$ cat src/rtl/juggle_pkg.sv
// Shared constants and types for the siteswap throw scheduler.
package juggle_pkg;

   localparam int WIDTH   = 3;               // bits per height, ball id, index
   localparam int MAX_LEN = 7;               // longest pattern in beats
   localparam int RING    = 8;               // landing ring depth, > max height
   localparam int RW      = $clog2(RING);    // ring pointer width

   typedef enum logic [1:0] {
      IDLE  = 2'd0,
      ARMED = 2'd1,
      RUN   = 2'd2,
      FAULT = 2'd3
   } sched_state_t;

   typedef struct packed {
      logic             valid;
      logic [WIDTH-1:0] height;
      logic [WIDTH-1:0] ball_id;
      logic             hand;
   } throw_t;

endpackage

$ cat src/rtl/landing_ring.sv
// Landing schedule: one slot per future beat, each holding {occupied, ball id}.
// Slot rd_addr is the current beat (read, then cleared); wr_addr is where the
// ball thrown this beat will land. The two never alias since heights < RING.
module landing_ring
   import juggle_pkg::*;
(
   input  logic             clk,
   input  logic             rst_n,
   input  logic             clear_all,
   input  logic [RW-1:0]    rd_addr,
   input  logic             clr_en,
   input  logic [RW-1:0]    wr_addr,
   input  logic             wr_en,
   input  logic [WIDTH-1:0] wr_id,
   output logic             rd_occ,
   output logic [WIDTH-1:0] rd_id,
   output logic             wr_occ
);

   logic [RING-1:0]            occ;
   logic [RING-1:0][WIDTH-1:0] ids;

   assign rd_occ = occ[rd_addr];
   assign rd_id  = ids[rd_addr];
   assign wr_occ = occ[wr_addr];

   // Clear the slot being consumed and book the landing slot of a new throw.
   always_ff @(posedge clk or negedge rst_n) begin
      if (!rst_n) begin
         occ <= '0;
         ids <= '0;
      end else if (clear_all) begin
         occ <= '0;
         ids <= '0;
      end else begin
         if (clr_en) begin
            occ[rd_addr] <= 1'b0;
            ids[rd_addr] <= '0;
         end
         if (wr_en) begin
            occ[wr_addr] <= 1'b1;
            ids[wr_addr] <= wr_id;
         end
      end
   end

endmodule

$ cat src/rtl/throw_scheduler.sv
// Turns a latched siteswap pattern into one registered throw event per beat,
// tracking landings in a ring and flagging collisions and ball starvation.
module throw_scheduler
   import juggle_pkg::*;
(
   input  logic                          clk_in,
   input  logic                          rst_n_in,
   input  logic                          new_beat,
   input  logic                          start_in,
   input  logic                          stop_in,
   input  logic [MAX_LEN-1:0][WIDTH-1:0] pattern_in,
   input  logic [WIDTH-1:0]              pattern_length,
   input  logic                          pattern_valid_in,
   input  logic [WIDTH-1:0]              num_balls_in,
   output logic                          throw_valid_out,
   output logic [WIDTH-1:0]              throw_height_out,
   output logic [WIDTH-1:0]              ball_id_out,
   output logic                          hand_out,
   output logic [WIDTH-1:0]              beat_index_out,
   output logic                          running_out,
   output logic                          fault_out
);

   sched_state_t                 state;
   logic [MAX_LEN-1:0][WIDTH-1:0] shadow;
   logic [WIDTH-1:0]             shadow_len;
   logic [WIDTH-1:0]             shadow_balls;
   logic [WIDTH-1:0]             idx;
   logic [WIDTH-1:0]             launched;
   logic [RW-1:0]                rp;
   logic                         hand;
   throw_t                       thr_q;

   logic [WIDTH-1:0] h;
   logic [RW-1:0]    tgt;
   logic             beat_act;
   logic             rd_occ, wr_occ;
   logic [WIDTH-1:0] rd_id;
   logic             do_throw, new_ball, fault_ev;
   logic [WIDTH-1:0] ball;

   assign h        = shadow[idx];
   assign tgt      = rp + RW'(h);
   assign beat_act = new_beat && !stop_in && (state == ARMED || state == RUN);

   // Decide this beat's throw: catch-and-rethrow, launch a fresh ball, or fault.
   // A collision suppresses the throw so the faulting beat emits no pulse.
   always_comb begin
      do_throw = 1'b0;
      new_ball = 1'b0;
      fault_ev = 1'b0;
      ball     = launched;
      if (rd_occ) begin
         if (h == '0) fault_ev = 1'b1;
         else begin
            do_throw = 1'b1;
            ball     = rd_id;
         end
      end else if (h != '0) begin
         if (launched < shadow_balls) begin
            do_throw = 1'b1;
            new_ball = 1'b1;
         end else begin
            fault_ev = 1'b1;
         end
      end
      if (do_throw && wr_occ) begin
         fault_ev = 1'b1;
         do_throw = 1'b0;
         new_ball = 1'b0;
      end
   end

   landing_ring u_ring (
      .clk       (clk_in),
      .rst_n     (rst_n_in),
      .clear_all (stop_in),
      .rd_addr   (rp),
      .clr_en    (beat_act && !fault_ev),
      .wr_addr   (tgt),
      .wr_en     (beat_act && do_throw),
      .wr_id     (ball),
      .rd_occ    (rd_occ),
      .rd_id     (rd_id),
      .wr_occ    (wr_occ)
   );

   // Scheduler FSM, beat counters and registered throw outputs.
   always_ff @(posedge clk_in or negedge rst_n_in) begin
      if (!rst_n_in) begin
         state          <= IDLE;
         shadow         <= '0;
         shadow_len     <= '0;
         shadow_balls   <= '0;
         idx            <= '0;
         launched       <= '0;
         rp             <= '0;
         hand           <= 1'b0;
         thr_q          <= '0;
         beat_index_out <= '0;
         running_out    <= 1'b0;
         fault_out      <= 1'b0;
      end else begin
         thr_q.valid <= 1'b0;
         if (stop_in) begin
            state          <= IDLE;
            idx            <= '0;
            launched       <= '0;
            rp             <= '0;
            hand           <= 1'b0;
            thr_q          <= '0;
            beat_index_out <= '0;
            running_out    <= 1'b0;
            fault_out      <= 1'b0;
         end else begin
            case (state)
               IDLE: begin
                  if (start_in && pattern_valid_in && pattern_length != '0) begin
                     shadow       <= pattern_in;
                     shadow_len   <= pattern_length;
                     shadow_balls <= num_balls_in;
                     state        <= ARMED;
                  end
               end
               ARMED, RUN: begin
                  if (new_beat) begin
                     if (fault_ev) begin
                        state       <= FAULT;
                        fault_out   <= 1'b1;
                        running_out <= 1'b0;
                     end else begin
                        state          <= RUN;
                        running_out    <= 1'b1;
                        rp             <= rp + 1'b1;
                        idx            <= (idx == shadow_len - 1'b1) ? '0 : idx + 1'b1;
                        hand           <= ~hand;
                        thr_q.hand     <= hand;
                        beat_index_out <= idx;
                        if (do_throw) begin
                           thr_q.valid   <= 1'b1;
                           thr_q.height  <= h;
                           thr_q.ball_id <= ball;
                        end
                        if (new_ball) launched <= launched + 1'b1;
                     end
                  end
               end
               default: ;  // FAULT: frozen until stop or reset
            endcase
         end
      end
   end

   assign throw_valid_out  = thr_q.valid;
   assign throw_height_out = thr_q.height;
   assign ball_id_out      = thr_q.ball_id;
   assign hand_out         = thr_q.hand;

endmodule

$ cat config.mk
export PLATFORM = sky130hd
export DESIGN_NAME = throw_scheduler
export DESIGN_NICKNAME = d
export VERILOG_FILES = /design/src/rtl/juggle_pkg.sv /design/src/rtl/landing_ring.sv /design/src/rtl/throw_scheduler.sv
export SDC_FILE = /design/constraint.sdc
export NUM_CORES = 1
export LEC_CHECK = 0
export CORE_MARGIN = 8
export CORE_UTILIZATION = 59
export CTS_BUF_LIST = sky130_fd_sc_hd__clkbuf_2
export CTS_CLUSTER_DIAMETER = 50
export DETAILED_ROUTE_END_ITERATION = 7
export GPL_TIMING_DRIVEN = 0
export PLACE_DENSITY = 0.82
export SLEW_MARGIN = 0
export SYNTH_ARGS = -nofsm -noshare
export SYNTH_HDL_FRONTEND = slang
export SYNTH_SLANG_ARGS = --single-unit
export TNS_END_PERCENT = 20
$ cat constraint.sdc
create_clock -name clk_in -period 3.75 [get_ports clk_in]
set_input_delay 0.375 -clock clk_in [delete_from_list [all_inputs] [get_ports clk_in]]
set_output_delay 0.375 -clock clk_in [all_outputs]
set_load 0.005 [all_outputs]
# Word level (Yosys, flattened, before mapping)

Index checks and enable logic that the tools add are counted.

Register bits: 84
Input port bits: 33
Output and inout bits: 13
Logic and storage cells: 163

Add/subtract/negate cells: 5
$lt $le $gt $ge: 6
Equal/unequal tests: 6
Multiplexer cells: 79
Bitwise logic cells: 7
Reductions and logical operators: 30

Operator list:

| operator                                                                     | number |
|---|---|
| 24-bit 2-to-1 mux                                                            | 4 |
| 3-bit 2-to-1 mux                                                             | 24 |
| 8-bit 2-to-1 mux                                                             | 8 |
| 1-bit 2-to-1 mux                                                             | 29 |
| 24-bit AND                                                                   | 1 |
| 24-bit bitwise mux                                                           | 1 |
| 24-bit inverter                                                              | 1 |
| 3-bit binary-select mux with 3-bit select                                    | 2 |
| 3-bit demux with 3-bit select                                                | 2 |
| 3-bit by 4-bit less-than comparator with 1-bit output, second input constant | 3 |
| 3-bit AND reduction                                                          | 4 |
| 2-bit nonzero test                                                           | 5 |
| 3-bit by 1-bit adder with 3-bit output, second input constant                | 3 |
| 1-bit logical AND                                                            | 9 |
| 3-bit nonzero test                                                           | 3 |
| 8-bit AND                                                                    | 1 |
| 8-bit inverter                                                               | 1 |
| 8-bit OR                                                                     | 1 |
| 4-bit AND reduction                                                          | 2 |
| 7-bit 2-to-1 mux                                                             | 1 |
| 1-bit binary-select mux with 3-bit select                                    | 2 |
| 1-bit demux with 3-bit select                                                | 2 |
| 3-bit by 1-bit >= comparator with 1-bit output, second input constant        | 2 |
| 2-bit 2-to-1 mux                                                             | 3 |
| other kinds (16)                                                             | 19 |

# Logic depth before layout (Yosys ltp)

Word-level depth: 14
Gate-level depth with buffers: 15
Mapped depth without buffers: 12

# Hierarchy

From an unflattened synthesis, not the netlist that was laid out.

Cell total of the unflattened synthesis: 394
Area total of the unflattened synthesis: 4509.3 um^2

Modules (own cells, without submodules):

| module          | times used | cells an instance | area each (um^2) | sequential area each (um^2) |
|---|---|---|---|---|
| throw_scheduler | 1          | 243               | 2751.4           | 1301.2 |
| landing_ring    | 1          | 151               | 1757.9           | 800.8 |

# Worst setup path before layout

Ideal clock, no wire load.

Kind: register to register
Start point: register idx[0]
End point: register idx[0]
Library setup time: 0.078 ns
Data arrival time: 3.314 ns
Required time: 3.672 ns
Slack: 0.358 ns
Stages on the path, launching flop included: 15
Buffers on the path: 3
Clock period less this slack: 3.392 ns
Path through: dfrtp_1 > buf_4 > buf_6 > mux2i_1 > a22oi_1 > and2_1 > ha_1 > inv_1 > fa_1 > buf_1 > mux4_2 > o21ai_2 > a32oi_4 > or4_1 > a21oi_1

Cells in the longest elaborated chain, start to end: 9
Elaborated cells between the ends (all ways): 24
Those cells by class: 2 x add/sub; 2 x eq/ne; 16 x mux; 4 x reduce/logical

Ends and longest elaborated chain:

| element                                                                 | RTL line                                  | text |
|---|---|---|
| from (decl)                                                             | throw_scheduler.sv:28                     | `logic [WIDTH-1:0] idx;` |
| from (signal assigned)                                                  | throw_scheduler.sv:135                    | `idx <= (idx == shadow_len - 1'b1) ? '0 : idx + 1'b1;` |
| 3-bit binary-select mux with 3-bit select                               | throw_scheduler.sv:42                     | `assign h = shadow[idx];` |
| 3-bit 2-to-1 mux (not written as such)                                  | throw_scheduler.sv:42                     |  |
| 3-bit adder, or another cell as far along                               | throw_scheduler.sv:43                     | `assign tgt = rp + RW'(h);` |
| 1-bit binary-select mux with 3-bit select, or another cell as far along | landing_ring.sv:25                        | `assign wr_occ = occ[wr_addr];` |
| 1-bit 2-to-1 mux (on tied branches)                                     | landing_ring.sv:25, throw_scheduler.sv:53 |  |
| 1-bit logical AND                                                       | throw_scheduler.sv:67                     | `if (do_throw && wr_occ) begin` |
| 1-bit 2-to-1 mux                                                        | throw_scheduler.sv:67                     |  |
| 2-bit != test (no line)                                                 | -                                         |  |
| 3-bit AND reduction (no line)                                           | -                                         |  |

Parallel ways exist; a longest one is shown, timed or not. The select of a mux whose other input is x is not followed.
A chain may end at the register's enable or synchronous reset.

# Final worst setup path

Start point: register idx[0]
End point: register rp[2]

Cells in the longest elaborated chain, start to end: 9
Elaborated cells between the ends (all ways): 17
Those cells by class: 1 x add/sub; 1 x eq/ne; 11 x mux; 4 x reduce/logical

Ends and longest elaborated chain:

| element                                                                 | RTL line                                  | text |
|---|---|---|
| 3-bit binary-select mux with 3-bit select *                             | throw_scheduler.sv:42                     |  |
| 3-bit 2-to-1 mux (not written as such) *                                | throw_scheduler.sv:42                     |  |
| 3-bit adder, or another cell as far along                               | throw_scheduler.sv:43                     |  |
| 1-bit binary-select mux with 3-bit select, or another cell as far along | landing_ring.sv:25                        |  |
| 1-bit 2-to-1 mux (on tied branches)                                     | landing_ring.sv:25, throw_scheduler.sv:53 |  |
| 1-bit logical AND                                                       | throw_scheduler.sv:67                     |  |
| 1-bit 2-to-1 mux *                                                      | throw_scheduler.sv:67                     |  |
| 2-bit != test (no line) *                                               | -                                         |  |
| 3-bit AND reduction (no line) *                                         | -                                         |  |
| to (signal assigned)                                                    | throw_scheduler.sv:134                    | `rp <= rp + 1'b1;` |
| to (decl)                                                               | throw_scheduler.sv:30                     | `logic [RW-1:0] rp;` |

Every way passes the cells marked *; elsewhere a longest branch is shown, timed or not. The select of a mux whose other input is x is not followed.

==> results.txt <==
- Once the floorplan was initialized, standard cells occupied roughly 60% of the core.
* Clock tree from TritonCTS: yes
- The wire-length estimate of the detail-placed layout is ~8400 um.
* Synth unique cells: 66
- Synth Area per Inst: about 11 sq um
* Worst setup skew after layout: ~0.036 ns
- Detailed-router iteration count before antenna repair: 5
* Switch share: ~40%
* Type of the most critical hold path: in -> async
- TritonCTS buffer count: 9
- The later pin in the worst-skew pair is clocked with a latency of ~0.56 ns.
- In this run the worst path has a maximum fanout of 10.
* Number of standard cells after synthesis: around 430
- Dominant cell by count in the synthesized netlist: dfrtp_1
- 0 antenna diodes ended up in the layout.
* Synth cell count leaders: 84 x dfrtp_1, 27 x nand2_1, 24 x a21oi_1
- STA puts the critical path data arrival time at about 4.1 ns.
* Ratio of routed vias to standard cells: 6.28
- Pin placement for this block handled 46 I/O pins.
* Wire length of the first global-routing pass: approximately 19,000 um
- For this run, the share of the core covered by cells in the final layout is 71.0%.
* Final number of hold-violating endpoints: 0
- Place WS: -0.249 ns
- Number of DRC markers in iteration 0: between 300 and 400
* Total Negative Setup Slacks: 0 ns
- Of the available clock period, the critical path in the final layout requires a little over nine tenths.
* Routability congestion estimate from global placement: slightly above 0.9
* Logic gate share of total power: between 40% and 50%
* Area contributors post-synth: dfrtp_1 46%, mux2_2 5.2%, mux2i_1 4.6%, mux4_2 3.0%, a21oi_1 2.7%
- Final setup margin: approximately 0.14 ns
- The share of total power dissipated in sequential elements is about two fifths.
- Sequential cells were found to cover a little under half of the synthesized design area.
- Port buffer count: 45
- Chip Width: approximately 100 um
* Clock sink count: 84
- GRT Total Usage: a little over a fifth
- Entering global routing, the biggest net connects 56 pins.
- Of the total power, the clock network draws 18.7%.
- By startpoint and endpoint, the worst setup path is classified as reg -> reg.
- In this run the vertical extent of the chip is between 100 and 150 um.
- Clock input transition at the sequential cells of the worst setup and hold paths: between 0.2 and 0.3 ns
* Setup-failing EPs final: 0
* Worst-case reg-to-reg path depth: 14
* Required arrival time at the worst endpoint: about 4.2 ns
- In the routed design, unresolved DRC markers number 0.
* Library cell occupying the most area in the post-synthesis netlist: dfrtp_1
* Max_slew headroom: approximately half
* Net switching component of the power: 1.17 mW
- Fraction of synthesized cell area taken by the top area cell type: a little under half
- Startpoint types: flip-flop
* Count of standard-cell rows: 32
* Share of cells above drive strength 1: between 10% and 20%
* Worst-margin pin slew: roughly 0.74 ns
- The root buffer cell chosen for the clock tree is clkbuf_2.
- Layout net count: 529
* Critical Path Sink Type: flip-flop
- Number of global-route vias before repair: between 3,000 and 4,000
- The routed design has around 12,000 um of wire.
* #FFs+latches synth: 84
* Area added between synthesis and finish: 18.5%
- Wire length per cell: between 15 and 20 um
- Peak VDD IR: roughly 0.00038 V
- Static timing analysis puts the maximum clock frequency at 277 MHz.
- Async set or reset register ratio after synthesis: 100%
* Vias after detailed routing: 3,728
* Final antenna-violating net count: 0
- After layout, the minimum clock period comes to approximately 3.6 ns.
- For this run, the leading register cell type out of synthesis is dfrtp_1.
* Total internal power: around 1.8 mW
- Number of H-tree branching levels: 3
- Cell area after synthesis: between 0.004 and 0.005 sq mm
- Number of antenna violations at the first check in global routing: 0
- The final number of max-transition violations is 0.
- Cell area power density: approximately 560 mW/mm^2
* Core footprint: between 0.007 and 0.008 sq mm
* Max Cap Viol: 0
- The floorplan step defined a die boundary enclosing 0.0107 sq mm.
* Number of nets in the synthesized netlist: between 400 and 500
- Count of yosys warnings during synthesis: 0
- The clock passes through at most 2 buffers.
* Static leakage power: ~2.2 nW
- Overflow after GRT: 0
* Setup repair after global routing missed its margin: true
- The flow ran to the end, and the final reports show no timing, DRC or antenna violations.
* Number of enable-type register cells in the synthesized netlist: 0
-- flip-flops by register name, indices dropped and copies added (netlist names) --
name	count
running_out	1
ball_id_out	3
fault_out	1
launched	3
throw_valid_out	1
u_ring.occ	8
shadow_len	3
throw_height_out	3
beat_index_out	3
idx	3
hand	1
hand_out	1
rp	3
state	2
u_ring.ids	24
shadow	21
shadow_balls	3
-- power groups by stage --
| stage | clock (mW) | combinational (mW) | sequential [mW] |
|---|---|---|---|
| floorplan | 0 | 0.862 | 1.14 |
| global placement | 0 | 1.14 | 1.16 |
| detailed placement | 0 | 1.17 | 1.17 |
| CTS | 0.568 | 1.22 | 1.15 |
| global route | 0.603 | 1.39 | 1.17 |
| finish | 0.562 | 1.29 | 1.15 |
-- placed cells by master, fill, tap and decap left out, types with 3 or more instances in the layout --
cell type,instances
a21oi_1,23
a22oi_2,4
a31o_2,4
and2_1,3
buf_2,6
buf_4,6
buf_6,5
clkbuf_1,18
clkbuf_2,9
clkdlybuf4s50_1,44
dfrtp_1,84
ha_1,8
inv_1,13
mux2_2,21
mux2i_1,21
mux4_2,6
nand2_1,27
nand2b_1,5
nand3_1,22
nand4_1,7
nand4b_1,4
nor2_1,19
nor3_1,4
o211ai_1,6
o21a_1,3
o21ai_0,14
o21ai_1,13
o221ai_1,3
o22ai_1,17
or2_0,4
or2_2,4
or3_1,5
xor2_1,6
-- metrics by stage --
step	hold WS, ns	area (sq um)	instances	power (mW)
global placement	0.489	5110	573	2.30
global route	0.242	5370	594	3.17
CTS	0.230	5320	591	2.94
detailed placement	0.335	5130	574	2.34
finish	0.228	5370	594	3.01
floorplan	0.0794	4530	426	2.01
-- worst paths after layout --
check | slack (ns) | to | startpoint
setup / recovery | 0.14 | rp[2] | idx[0]
hold / removal | 0.23 | shadow_balls[2] | rst_n_in
setup reg to reg | 0.14 | rp[2] | idx[0]
hold reg to reg | 0.54 | ball_id_out[2] | ball_id_out[2]
max in group asynchronous | 2.89 | u_ring.occ[6] | rst_n_in
min in group clk_in | 0.33 | shadow_balls[2] | num_balls_in[2]
-- cell type report --
type / instances / area [sq um]
multi-input combinational: 296 / 2270
fill: 550 / 2200
sequential: 84 / 2100
timing repair buffer: 50 / 505
buffer: 32 / 175
tap: 102 / 128
clock inverter: 7 / 97.6
inverter: 14 / 52.6
clock buffer: 9 / 45.0
-- logic make-up (layout without fill, tap and decap cells) --
group | count (synthesis) | in the layout | synth area share, %
buf+inv | 47 | 112 | 5.11
fa+ha+maj | 9 | 9 | 2.65
compound gates | 109 | 110 | 16.6
simple gates | 120 | 120 | 14.4
mux | 49 | 49 | 13.3
xor+xnor | 8 | 8 | 1.55
flops | 84 | 84 | 46.4
-- layer usage --
metal	vias up	share of wire (%)	track usage (%)
met4	0	1.4	7.66
met3	13	7.9	5.02
met1	1852	44	29.0
li1	1697	-	-
met5	-	0	0
met2	166	47	33.4
-- worst max-delay path, stage by stage, from the launching register on --
cell,delay [ns]
dfrtp_1,0.44
buf_4,0.17
buf_6,0.15
mux2i_1,0.15
a22oi_2,0.25
and2_4,0.20
ha_1,0.13
inv_1,0.05
fa_2,0.59
mux4_2,0.26
nand3_4,0.14
a32oi_4,0.47
buf_6,0.19
nor2_1,0.08
a31o_1,0.25
-- timing repair --
| action | CTS | global route |
|---|---|---|
| gates cloned | 1 | 1 |
| hold buffers | 1 | 0 |
| pin swaps | 1 | 3 |
| setup buffers | 0 | 2 |
| gates resized for setup | 4 | 5 |
| setup endpoints to repair | 47 | 46 |
| hold endpoints to repair | 29 | 0 |
Power figures use the tool's default switching activity.
